`config.mk`:
```
export PLATFORM = sky130hd
export DESIGN_NAME = adder_approx_pipe
export DESIGN_NICKNAME = d
export VERILOG_FILES = /design/src/rtl/adder_approx_pipe.sv
export SDC_FILE = /design/constraint.sdc
export NUM_CORES = 1
export LEC_CHECK = 0
export ABC_AREA = 1
export CELL_PAD_IN_SITES_DETAIL_PLACEMENT = 0
export CELL_PAD_IN_SITES_GLOBAL_PLACEMENT = 1
export CORE_ASPECT_RATIO = 1.4
export CORE_MARGIN = 2
export CORE_UTILIZATION = 39
export CTS_CLUSTER_SIZE = 8
export DETAILED_ROUTE_END_ITERATION = 8
export HOLD_SLACK_MARGIN = 0.03
export PLACE_DENSITY_LB_ADDON = 0.1
export REMOVE_ABC_BUFFERS = 1
export SYNTH_ARGS = -nofsm -noshare
export SYNTH_HDL_FRONTEND = slang
export SYNTH_SLANG_ARGS = --single-unit
export TNS_END_PERCENT = 30
```
`constraint.sdc`:
```
create_clock -name clk -period 2.1 [get_ports clk]
set_clock_uncertainty 0.15 [all_clocks]
set_input_delay 0.42 -clock clk [delete_from_list [all_inputs] [get_ports clk]]
set_output_delay 0.42 -clock clk [all_outputs]
set_load 0.01 [all_outputs]
```
`src/rtl/adder_approx_pipe.sv`:
```
// adder_approx_pipe: two-stage pipelined Brent-Kung adder with an optional
// approximate low region (bits 0..K-1 ignore carry chains longer than one bit).
// Ports:
//   clk, rst_n                 clock, async active-low reset
//   in_valid/in_ready          operand beat handshake (a, b, cin, mode)
//   out_valid/out_ready        result handshake (sum, cout, err)
//   err_cnt, err_clr           saturating count of delivered err results, sync clear
module adder_approx_pipe #(
  parameter int unsigned WIDTH = 16,
  parameter int unsigned K     = 8
) (
  input  logic             clk,
  input  logic             rst_n,
  input  logic             in_valid,
  output logic             in_ready,
  input  logic [WIDTH-1:0] a,
  input  logic [WIDTH-1:0] b,
  input  logic             cin,
  input  logic             mode,
  output logic             out_valid,
  input  logic             out_ready,
  output logic [WIDTH-1:0] sum,
  output logic             cout,
  output logic             err,
  output logic [15:0]      err_cnt,
  input  logic             err_clr
);

  localparam int unsigned LVL     = $clog2(WIDTH);
  localparam int unsigned CNT_W   = 16;
  localparam logic [CNT_W-1:0] CNT_MAX = '1;

  // Brent-Kung up-sweep: returns {g, p} with power-of-two group spans resolved.
  function automatic logic [2*WIDTH-1:0] bk_up(input logic [WIDTH-1:0] g_in,
                                               input logic [WIDTH-1:0] p_in);
    logic [WIDTH-1:0] g;
    logic [WIDTH-1:0] p;
    g = g_in;
    p = p_in;
    for (int l = 0; l < int'(LVL); l++) begin
      for (int i = (2 << l) - 1; i < int'(WIDTH); i += (2 << l)) begin
        g[i] = g[i] | (p[i] & g[i - (1 << l)]);
        p[i] = p[i] & p[i - (1 << l)];
      end
    end
    return {g, p};
  endfunction

  // Brent-Kung down-sweep: completes every position to a full prefix carry.
  function automatic logic [WIDTH-1:0] bk_down(input logic [WIDTH-1:0] g_in,
                                               input logic [WIDTH-1:0] p_in);
    logic [WIDTH-1:0] g;
    g = g_in;
    for (int l = int'(LVL) - 2; l >= 0; l--) begin
      for (int i = (3 << l) - 1; i < int'(WIDTH); i += (2 << l)) begin
        g[i] = g[i] | (p_in[i] & g[i - (1 << l)]);
      end
    end
    return g;
  endfunction

  // Stage registers
  logic               alive_q;
  logic               s1_valid_q, s1_valid_d;
  logic [WIDTH-1:0]   a_q, a_d, b_q, b_d;
  logic               cin_q, cin_d, mode_q, mode_d;
  logic [2*WIDTH-1:0] up_e_q, up_e_d, up_a_q, up_a_d;
  logic               s2_valid_q, s2_valid_d;
  logic [WIDTH-1:0]   sum_q, sum_d;
  logic               cout_q, cout_d, err_q, err_d;
  logic [CNT_W-1:0]   err_cnt_q, err_cnt_d;

  logic s1_load, s2_load, out_xfer;

  // Handshake: S2 refills whenever it is empty or draining this cycle.
  always_comb begin
    s2_load  = s1_valid_q && (!s2_valid_q || out_ready);
    in_ready = alive_q && (!s1_valid_q || s2_load);
    s1_load  = in_valid && in_ready;
    out_xfer = s2_valid_q && out_ready;
  end

  // Stage 1 datapath: exact vector folds cin into bit 0; approximate vector
  // zeroes the low region except the seed generate at bit K-1.
  logic [WIDTH-1:0]   g1, p1, ge1, ga1, pa1;
  logic [2*WIDTH-1:0] up_e_c, up_a_c;
  always_comb begin
    g1     = a & b;
    p1     = a ^ b;
    ge1    = g1;
    ge1[0] = g1[0] | (p1[0] & cin);
    ga1    = '0;
    pa1    = '0;
    for (int i = 0; i < int'(WIDTH); i++) begin
      if (i >= int'(K)) begin
        ga1[i] = g1[i];
        pa1[i] = p1[i];
      end else if (i == int'(K) - 1) begin
        ga1[i] = g1[i];
      end
    end
    if (K == 0) ga1[0] = g1[0] | (p1[0] & cin);
    up_e_c = bk_up(ge1, p1);
    up_a_c = bk_up(ga1, pa1);
  end

  // Stage 2 datapath: finish both prefix trees, form sums and the err flag.
  logic [WIDTH-1:0] p2, ge2, ga2, ce2, gsh2, gash2, ca2, sum_e, sum_a;
  logic [WIDTH-2:0] g2_lo;
  logic             cout_e, cout_a;
  always_comb begin
    p2     = a_q ^ b_q;
    g2_lo  = a_q[WIDTH-2:0] & b_q[WIDTH-2:0];
    ge2    = bk_down(up_e_q[2*WIDTH-1:WIDTH], up_e_q[WIDTH-1:0]);
    ga2    = bk_down(up_a_q[2*WIDTH-1:WIDTH], up_a_q[WIDTH-1:0]);
    ce2    = {ge2[WIDTH-2:0], cin_q};
    gsh2   = {g2_lo, 1'b0};
    gash2  = {ga2[WIDTH-2:0], cin_q};
    ca2    = '0;
    for (int i = 0; i < int'(WIDTH); i++) begin
      ca2[i] = (i < int'(K)) ? gsh2[i] : gash2[i];
    end
    sum_e  = p2 ^ ce2;
    cout_e = ge2[WIDTH-1];
    sum_a  = p2 ^ ca2;
    cout_a = ga2[WIDTH-1];
  end

  // Next-state for both stages and the error counter.
  always_comb begin
    s1_valid_d = s1_valid_q;
    a_d        = a_q;
    b_d        = b_q;
    cin_d      = cin_q;
    mode_d     = mode_q;
    up_e_d     = up_e_q;
    up_a_d     = up_a_q;
    s2_valid_d = s2_valid_q;
    sum_d      = sum_q;
    cout_d     = cout_q;
    err_d      = err_q;
    err_cnt_d  = err_cnt_q;

    if (s1_load) begin
      s1_valid_d = 1'b1;
      a_d        = a;
      b_d        = b;
      cin_d      = cin;
      mode_d     = mode;
      up_e_d     = up_e_c;
      up_a_d     = up_a_c;
    end else if (s2_load) begin
      s1_valid_d = 1'b0;
    end

    if (s2_load) begin
      s2_valid_d = 1'b1;
      if (mode_q) begin
        sum_d  = sum_a;
        cout_d = cout_a;
        err_d  = {cout_a, sum_a} != {cout_e, sum_e};
      end else begin
        sum_d  = sum_e;
        cout_d = cout_e;
        err_d  = 1'b0;
      end
    end else if (out_xfer) begin
      s2_valid_d = 1'b0;
    end

    // Clear has priority over a same-cycle increment.
    if (err_clr) begin
      err_cnt_d = '0;
    end else if (out_xfer && err_q && (err_cnt_q != CNT_MAX)) begin
      err_cnt_d = err_cnt_q + CNT_W'(1);
    end
  end

  // State registers
  always_ff @(posedge clk or negedge rst_n) begin
    if (!rst_n) begin
      alive_q    <= 1'b0;
      s1_valid_q <= 1'b0;
      a_q        <= '0;
      b_q        <= '0;
      cin_q      <= 1'b0;
      mode_q     <= 1'b0;
      up_e_q     <= '0;
      up_a_q     <= '0;
      s2_valid_q <= 1'b0;
      sum_q      <= '0;
      cout_q     <= 1'b0;
      err_q      <= 1'b0;
      err_cnt_q  <= '0;
    end else begin
      alive_q    <= 1'b1;
      s1_valid_q <= s1_valid_d;
      a_q        <= a_d;
      b_q        <= b_d;
      cin_q      <= cin_d;
      mode_q     <= mode_d;
      up_e_q     <= up_e_d;
      up_a_q     <= up_a_d;
      s2_valid_q <= s2_valid_d;
      sum_q      <= sum_d;
      cout_q     <= cout_d;
      err_q      <= err_d;
      err_cnt_q  <= err_cnt_d;
    end
  end

  assign out_valid = s2_valid_q;
  assign sum       = sum_q;
  assign cout      = cout_q;
  assign err       = err_q;
  assign err_cnt   = err_cnt_q;

endmodule

```
==> metrics.md, run 1 <==
| Metric | Value |
|---|---|
| Status | `finished clean` |
| Vias in the first global route | `4323` |
| Clock-pin slew on the worst setup and hold paths | `70 ps` |
| Fmax | `505 MHz` |
| Die X | `just over 100 um` |
| GRT Overall Usage | `a little under a fifth` |
| RSZ-0062 raised after global routing | `no` |
| Total number of vias | `between 4000 and 5000` |
| Arr. time, crit path | `1410 ps` |
| Post-synth top area cell | `dfrtp_1` |
| Async SR Flop Fraction | `100%` |
| Setup_tns | `0 ps` |
| CP Cell Sequence | `clkdlybuf4s50_1 -> inv_1 -> nand3_1 -> nand2_1 -> inv_1 -> dlygate4sd2_1` |
| Setup Buffers After CTS | `0` |
| Switching power | `roughly 1800 uW` |
| Pin count of the biggest net entering global routing | `59` |
| Post-route DRC | `0` |
| Ys Warns | `0` |
| Port bufs | `between 70 and 80` |
| Die H | `140 um` |
| GR peak layer | `met2` |
| Logic gate share of total power | `roughly 29%` |
| Data required, critical path | `1530 ps` |
| Period utilization | `roughly 94%` |
| CTS tree | `built` |
| Hpwl dp | `9.40 mm` |
| Post-Place Worst Slack | `-195 ps` |
| Layout area overhead | `29.2%` |
| Compound-Gate Fraction of Synth Area | `under 10%` |
| CTS buffer count | `9` |
| Root buffer cell | `clkbuf_16` |
| Post-Route WL | `12.8 mm` |
| IO Pins | `75` |
| Mux cell area share after synthesis | `less than 1%` |
| Synth cell types | `37` |
| Detail-routed net length per standard cell | `14.3 um` |
| Maximum vdd drop | `0.534 mV` |
| Fin crit period | `roughly 2000 ps` |
| Max incr delay on CP | `approximately 470 ps` |
| Clock sinks | `100` |
| Grt ovf | `0` |
| Critical path's slowest cell | `clkdlybuf4s50_1` |
| Clock power frac | `29.0%` |
| Crit path max fanout | `2` |
| Largest family of logic cells by synthesized area | `simple AND/OR/NAND/NOR gates` |
| Seq pwr share | `~42%` |
| Share of cells above drive strength 1 | `a little under a tenth` |
| M1 GR Usage | `23.7%` |
| Synth top area cells | `dfrtp_1 48%, nand2_1 16%, ha_1 5.8%` |
| CP Class | `input port to output pin` |
| Most used DFF post-synth | `dfrtp_1` |
| Most frequent cells after synthesis | `227 x nand2_1, 100 x dfrtp_1, 40 x o21ai_0` |
| Top-area cell type share of the netlist area | `between 40% and 50%` |
| Cells after Synth | `around 610` |
| Pwr dens | `~890 mW/mm2` |
| Via-per-instance ratio | `roughly 4.9` |
| Die ar. | `about 0.014 mm2` |
| Seq/Total Area, Yosys | `between 40% and 50%` |
| Worst Hold Class | `flip-flop to flip-flop` |
| Adder-cell share of the synthesized area | `5.80%` |
| FF+latch count, synth | `100` |
| Crit start category | `input port` |
| Initial core utilization | `about two fifths` |
| GPL Wtd Cong | `approximately 0.86` |
| Most common cell in the netlist | `nand2_1` |
| Grt met2 use | `approximately a third` |
| First-pass GRT wire length | `21.2 mm` |
| Cell row count | `49` |
| Setup crit end kind | `output pin` |
| Post-synthesis cell area | `0.00518 mm2` |
| CTS Buffer Depth | `2` |
| Max Cap Violations | `0` |
| Internal power | `4100 uW` |
| CORE AREA | `0.0129 mm2` |
| Headroom to the max-slew limit | `65.1%` |
| Initial DRC Count | `approximately 190` |
| Fin nets | `773` |
| Synth Area in XOR/XNOR | `under 10%` |
| # H-tree levels | `3` |
| Avg Cell Area, Syn | `roughly 8.5 um2` |
| Leak Pwr | `approximately 0.0032 uW` |
| N_diodes | `0` |
| Most used cell along the critical path | `inv_1` |
| Met3 track demand over resource | `under 10%` |
| Post-synthesis simple-gate area fraction | `between 20% and 30%` |
| Hold WS | `between 300 and 400 ps` |
| Final Hold Viols | `0` |
| Clock latency on the worst-skew pair | `approximately 350 ps` |
| Routed Antenna Nets | `0` |
| Worst setup margin | `around 120 ps` |
| Worst Max-Slew Pin Slew | `between 500 and 600 ps` |
| EDFF count, synth | `0` |
| 1st-pass router iterations | `4` |
| Final setup viols | `0` |
| Sw Share | `between 30 and 40%` |
| Slew Limit Fails | `0` |
| Initial antenna violation count | `0` |
-- metal layers --
metal	part of all wire, %	vias up
li1	-	2171
met5	0	-
met1	44	2064
met4	2.3	0
met2	50	93
met3	3.1	18
-- critical path, delay by kind of cell --
family	cells	cell delay (ps)
buf+inv	4	840
simple gates	2	130
-- final cells by class --
| class | count | area [um2] |
|---|---|---|
| Fill cell | 1260 | 6240 |
| Sequential cell | 100 | 2500 |
| Multi-Input combinational cell | 447 | 2420 |
| Timing Repair Buffer | 106 | 1070 |
| Clock buffer | 10 | 239 |
| Tap cell | 178 | 223 |
| Inverter | 46 | 173 |
| Clock inverter | 6 | 71.3 |
-- power by group through the flow --
stage	registers, uW	logic, uW	clock network (uW)
2_1_floorplan	2560	861	0
3_3_place_gp	2540	1680	0
3_5_place_dp	2550	1710	0
4_1_cts	2520	1720	1760
5_1_grt	2560	1890	1850
6_report	2510	1690	1720
-- flip-flops by register name, indices dropped and copies added (netlist names), 2 cells and up --
register and flops:
up_e_q 27, a_q 16, b_q 16, err_cnt 16, sum 16, up_a_q 2
-- cell usage in the layout, fill, tap and decap left out, types with 3 or more instances in the layout --
cell type,netlist,layout
a21o_1,4,4
a21oi_1,19,19
a31oi_1,3,3
buf_12,0,7
buf_4,3,25
clkbuf_16,0,9
clkdlybuf4s50_1,0,72
dfrtp_1,100,100
ha_1,24,24
inv_1,39,39
inv_2,5,5
nand2_1,227,226
nand2_2,4,5
nand3_1,19,19
nand4_1,7,7
nor2_1,15,15
nor2_2,3,3
nor3_1,7,7
o21ai_0,40,40
o221ai_1,11,11
o31ai_1,3,3
xnor2_1,28,28
xor2_1,17,17
-- timing repair --
| action | 4_1_cts | 5_1_grt |
|---|---|---|
| hold buffers | 1 | 0 |
| hold endpoints to repair | 31 | 0 |
| resized for setup | 1 | 0 |
| endpoints found under the setup margin | 1 | 0 |
-- cell families after synthesis --
| logic type | after synthesis |
|---|---|
| flip-flops | 100 |
| buffers and inverters | 64 |
| other | 1 |
| AND/OR/NAND/NOR | 290 |
| XOR/XNOR | 45 |
| adder cells (fa/ha/maj) | 24 |
| multiplexers | 1 |
| AO/OA/AOI/OAI | 86 |
-- through the flow --
step                total power [uW]  area (um2)  util [%]  cells
finish                          5930        6690      51.7    893
global route                    6300        6690      51.7    893
CTS                             6010        6690      51.7    893
detailed placement              4250        6370      49.3    876
global placement                4230        6370      49.3    876
floorplan                       3420        5090         -    593
-- final timing paths --
path / startpoint / to / slack [ps] / cells after the start
setup reg to reg: err_cnt[1] / err_cnt[11] / 180 / 11
setup / recovery: out_ready / in_ready / 120 / 6
hold reg to reg: up_e_q[6] / up_e_q[6] / 340 / 2
max in group asynchronous: rst_n / a_q[1] / 780 / 3
min in group asynchronous: rst_n / err_cnt[0] / 430 / 2
hold / removal: up_e_q[6] / up_e_q[6] / 340 / 2
Power figures use the tool's default switching activity.
==> run 2: changes to the inputs <==
==> constraint.sdc (replaced) <==
create_clock -name clk -period 2.1 [get_ports clk]
set_clock_uncertainty 0.15 [all_clocks]
set_input_delay 0.42 -clock clk [delete_from_list [all_inputs] [get_ports clk]]
set_output_delay 0.42 -clock clk [all_outputs]
set_load 0.1 [all_outputs]
==> metrics.md, run 2 (same netlist as run 1, synthesis figures left out) <==
| Metric | Value |
|---|---|
| Data required, critical path | `1530 ps (about the same)` |
| GR peak layer | `met2` |
| Max reg flops | `27 (unchanged)` |
| Vias in the first global route | `4542 (+5.1%)` |
| Final Hold Viols | `0 (unchanged)` |
| Register with the most flip-flops | `up_e_q` |
| Initial antenna violation count | `0 (unchanged)` |
| Setup Buffers After CTS | `0 (unchanged)` |
| Most used cell along the critical path | `inv_1` |
| CP Cell Sequence | `clkdlybuf4s50_1 -> inv_1 -> nand3_1 -> nand2_1 -> inv_1 -> buf_12` |
| Pin count of the biggest net entering global routing | `37 (-37%)` |
| Crit path buffers/inverters | `4 (unchanged)` |
| Levels on crit path | `6 (unchanged)` |
| Worst r2r path cells | `11 (unchanged)` |
| Pwr dens | `1030 mW/mm2 (+17%)` |
| Hold buffers post-CTS | `1 (unchanged)` |
| Port bufs | `74 (unchanged)` |
| # H-tree levels | `3 (unchanged)` |
| CTS Buffer Depth | `2 (unchanged)` |
| Cell row count | `49 (unchanged)` |
| Leak Pwr | `0.00336 uW (+6.5%)` |
| Maximum vdd drop | `1.12 mV (+110%)` |
| Commonest cells after routing, fill and taps aside | `226 x nand2_1, 100 x dfrtp_1, 41 x buf_4, 40 x o21ai_0, 39 x inv_1` |
| Detail-routed net length per standard cell | `14.3 um (-0.35%)` |
| Post-CTS Resized | `0 (-1)` |
| Period utilization | `95.3% (+1.1 points)` |
| Clock-pin slew on the worst setup and hold paths | `60 ps (about the same)` |
| Arr. time, crit path | `1430 ps (+20 ps)` |
| CTS buffer count | `9 (unchanged)` |
| GPL Wtd Cong | `0.815 (-5.2%)` |
| Die H | `140 um (unchanged)` |
| Internal power | `4280 uW (+4.5%)` |
| Post-Route WL | `12.9 mm (+0.77%)` |
| Seq pwr share | `35.8% (-6.6 points)` |
| Setup crit end kind | `output pin` |
| Via-per-instance ratio | `4.85 (-0.38%)` |
| Clock sinks | `100 (unchanged)` |
| Die X | `101 um (unchanged)` |
| Grt ovf | `0 (unchanged)` |
| Cell depth of the worst hold path | `2 (unchanged)` |
| Crit path max-delay family | `buffers and inverters` |
| Max incr delay on CP | `480 ps (about the same)` |
| N_diodes | `0 (unchanged)` |
| Max Cap Violations | `0 (unchanged)` |
| Share of cells above drive strength 1 | `15.3% (+5.9 points)` |
| Design Area, Final | `0.00704 mm2 (+5.1%)` |
| Fin crit period | `2000 ps (+22.2 ps)` |
| Worst Hold Class | `flip-flop to flip-flop` |
| IO Pins | `75 (unchanged)` |
| Routed Antenna Nets | `0 (unchanged)` |
| GRT Overall Usage | `19.4% (+0.40 points)` |
| Initial DRC Count | `185 (-3.6%)` |
| Hpwl dp | `9.96 mm (+6.0%)` |
| Final Core Density | `54.4% (+2.6 points)` |
| Initial core utilization | `40.1% (unchanged)` |
| Most common cell after layout, fill and taps aside | `nand2_1` |
| CP Class | `input port to output pin` |
| PnR Total Power | `7270 uW (+23%)` |
| Total number of vias | `4378 (+0.74%)` |
| Clock latency on the worst-skew pair | `340 ps (about the same)` |
| Worst Max-Slew Pin Slew | `552 ps (+28.2 ps)` |
| Cell Area, Placed | `0.00676 mm2 (+6.0%)` |
| Worst setup margin | `98.9 ps (-22.2 ps)` |
| Post-route DRC | `0 (unchanged)` |
| Die ar. | `0.0142 mm2 (unchanged)` |
| Layout area overhead | `35.8%` |
| CORE AREA | `0.0129 mm2 (unchanged)` |
| Met3 track demand over resource | `2.84% (+0.30 points)` |
| CTS tree | `built` |
| Post-Place Worst Slack | `-193 ps (+1.71 ps)` |
| Crit start category | `input port` |
| Logic gate share of total power | `43.0% (+14 points)` |
| Clock power frac | `21.2% (-7.8 points)` |
| RSZ-0062 raised after global routing | `no` |
| Switching power | `2990 uW (+63%)` |
| Fin nets | `784 (+1.4%)` |
| M1 GR Usage | `23.6% (-0.14 points)` |
| Critical path's slowest cell | `clkdlybuf4s50_1` |
| 1st-pass router iterations | `4 (unchanged)` |
| Root buffer cell | `clkbuf_16` |
| Crit path max fanout | `2 (unchanged)` |
| Sw Share | `41.1% (+10 points)` |
| Headroom to the max-slew limit | `63.2% (-1.9 points)` |
| Fmax | `500 MHz (-1.1%)` |
| Status | `finished clean` |
| Grt met2 use | `34.0% (+1.3 points)` |
| First-pass GRT wire length | `21.7 mm (+2.4%)` |
| Final setup viols | `0 (unchanged)` |
| Slew Limit Fails | `0 (unchanged)` |
[run 2: changes by cell type in the layout (fill, tap and decap cells not counted), sizes merged]
| cell | delta |
|---|---|
| clkdlybuf4s50 | -35 |
| clkbuf | +3 |
| inv | -1 |
| buf | +47 |
| dlygate4sd2 | -1 |
| clkinvlp | -2 |
| bufinv | -1 |
[run 2: area by class of cell]
cell class	instances	area (um2)
inverters	46	173
flip-flops and latches	100	2500
clock inverters	2	10.0
multi-input cells	447	2420
fillers	1239	5900
clock buffers	13	260
well taps	178	223
repair buffers	117	1450
[run 2: final timing paths]
check,to,start,slack (ps)
max in group asynchronous,up_a_q[31],rst_n,710
hold / removal,up_e_q[22],up_e_q[22],340
min in group asynchronous,err_cnt[0],rst_n,460
setup reg to reg,err_cnt[11],err_cnt[0],230
setup / recovery,in_ready,out_ready,100
hold reg to reg,up_e_q[22],up_e_q[22],340
[run 2: routing by layer]
metal / share of wire, % / routed length [um] / vias to the layer above
met2: 52 / 6680 / 79
met1: 43 / 5530 / 2083
met4: 2.5 / 328 / 0
met3: 2.7 / 344 / 18
met5: 0 / 0 / -
li1: - / - / 2198
[run 2: power groups by stage]
stage	registers, uW	logic, uW	clock network (uW)
4_1_cts	2600	3160	1600
3_5_place_dp	2630	3150	0
3_3_place_gp	2620	3120	0
5_1_grt	2640	3340	1670
6_report	2600	3130	1540
2_1_floorplan	3680	872	0
[run 2: stage by stage]
stage          hold slack, ps  cells  setup TNS [ps]
6_report                  335    903               0
5_1_grt                   356    903               0
4_1_cts                   341    903               0
3_5_place_dp              297    887            -505
3_3_place_gp              300    887            -452
2_1_floorplan           -25.6    593         -116330
[run 2: worst min-delay path, cell delays in order, from the launching register on]
cell	delay, ps
dfrtp_1	340
nand2_1	50
o21ai_0	60
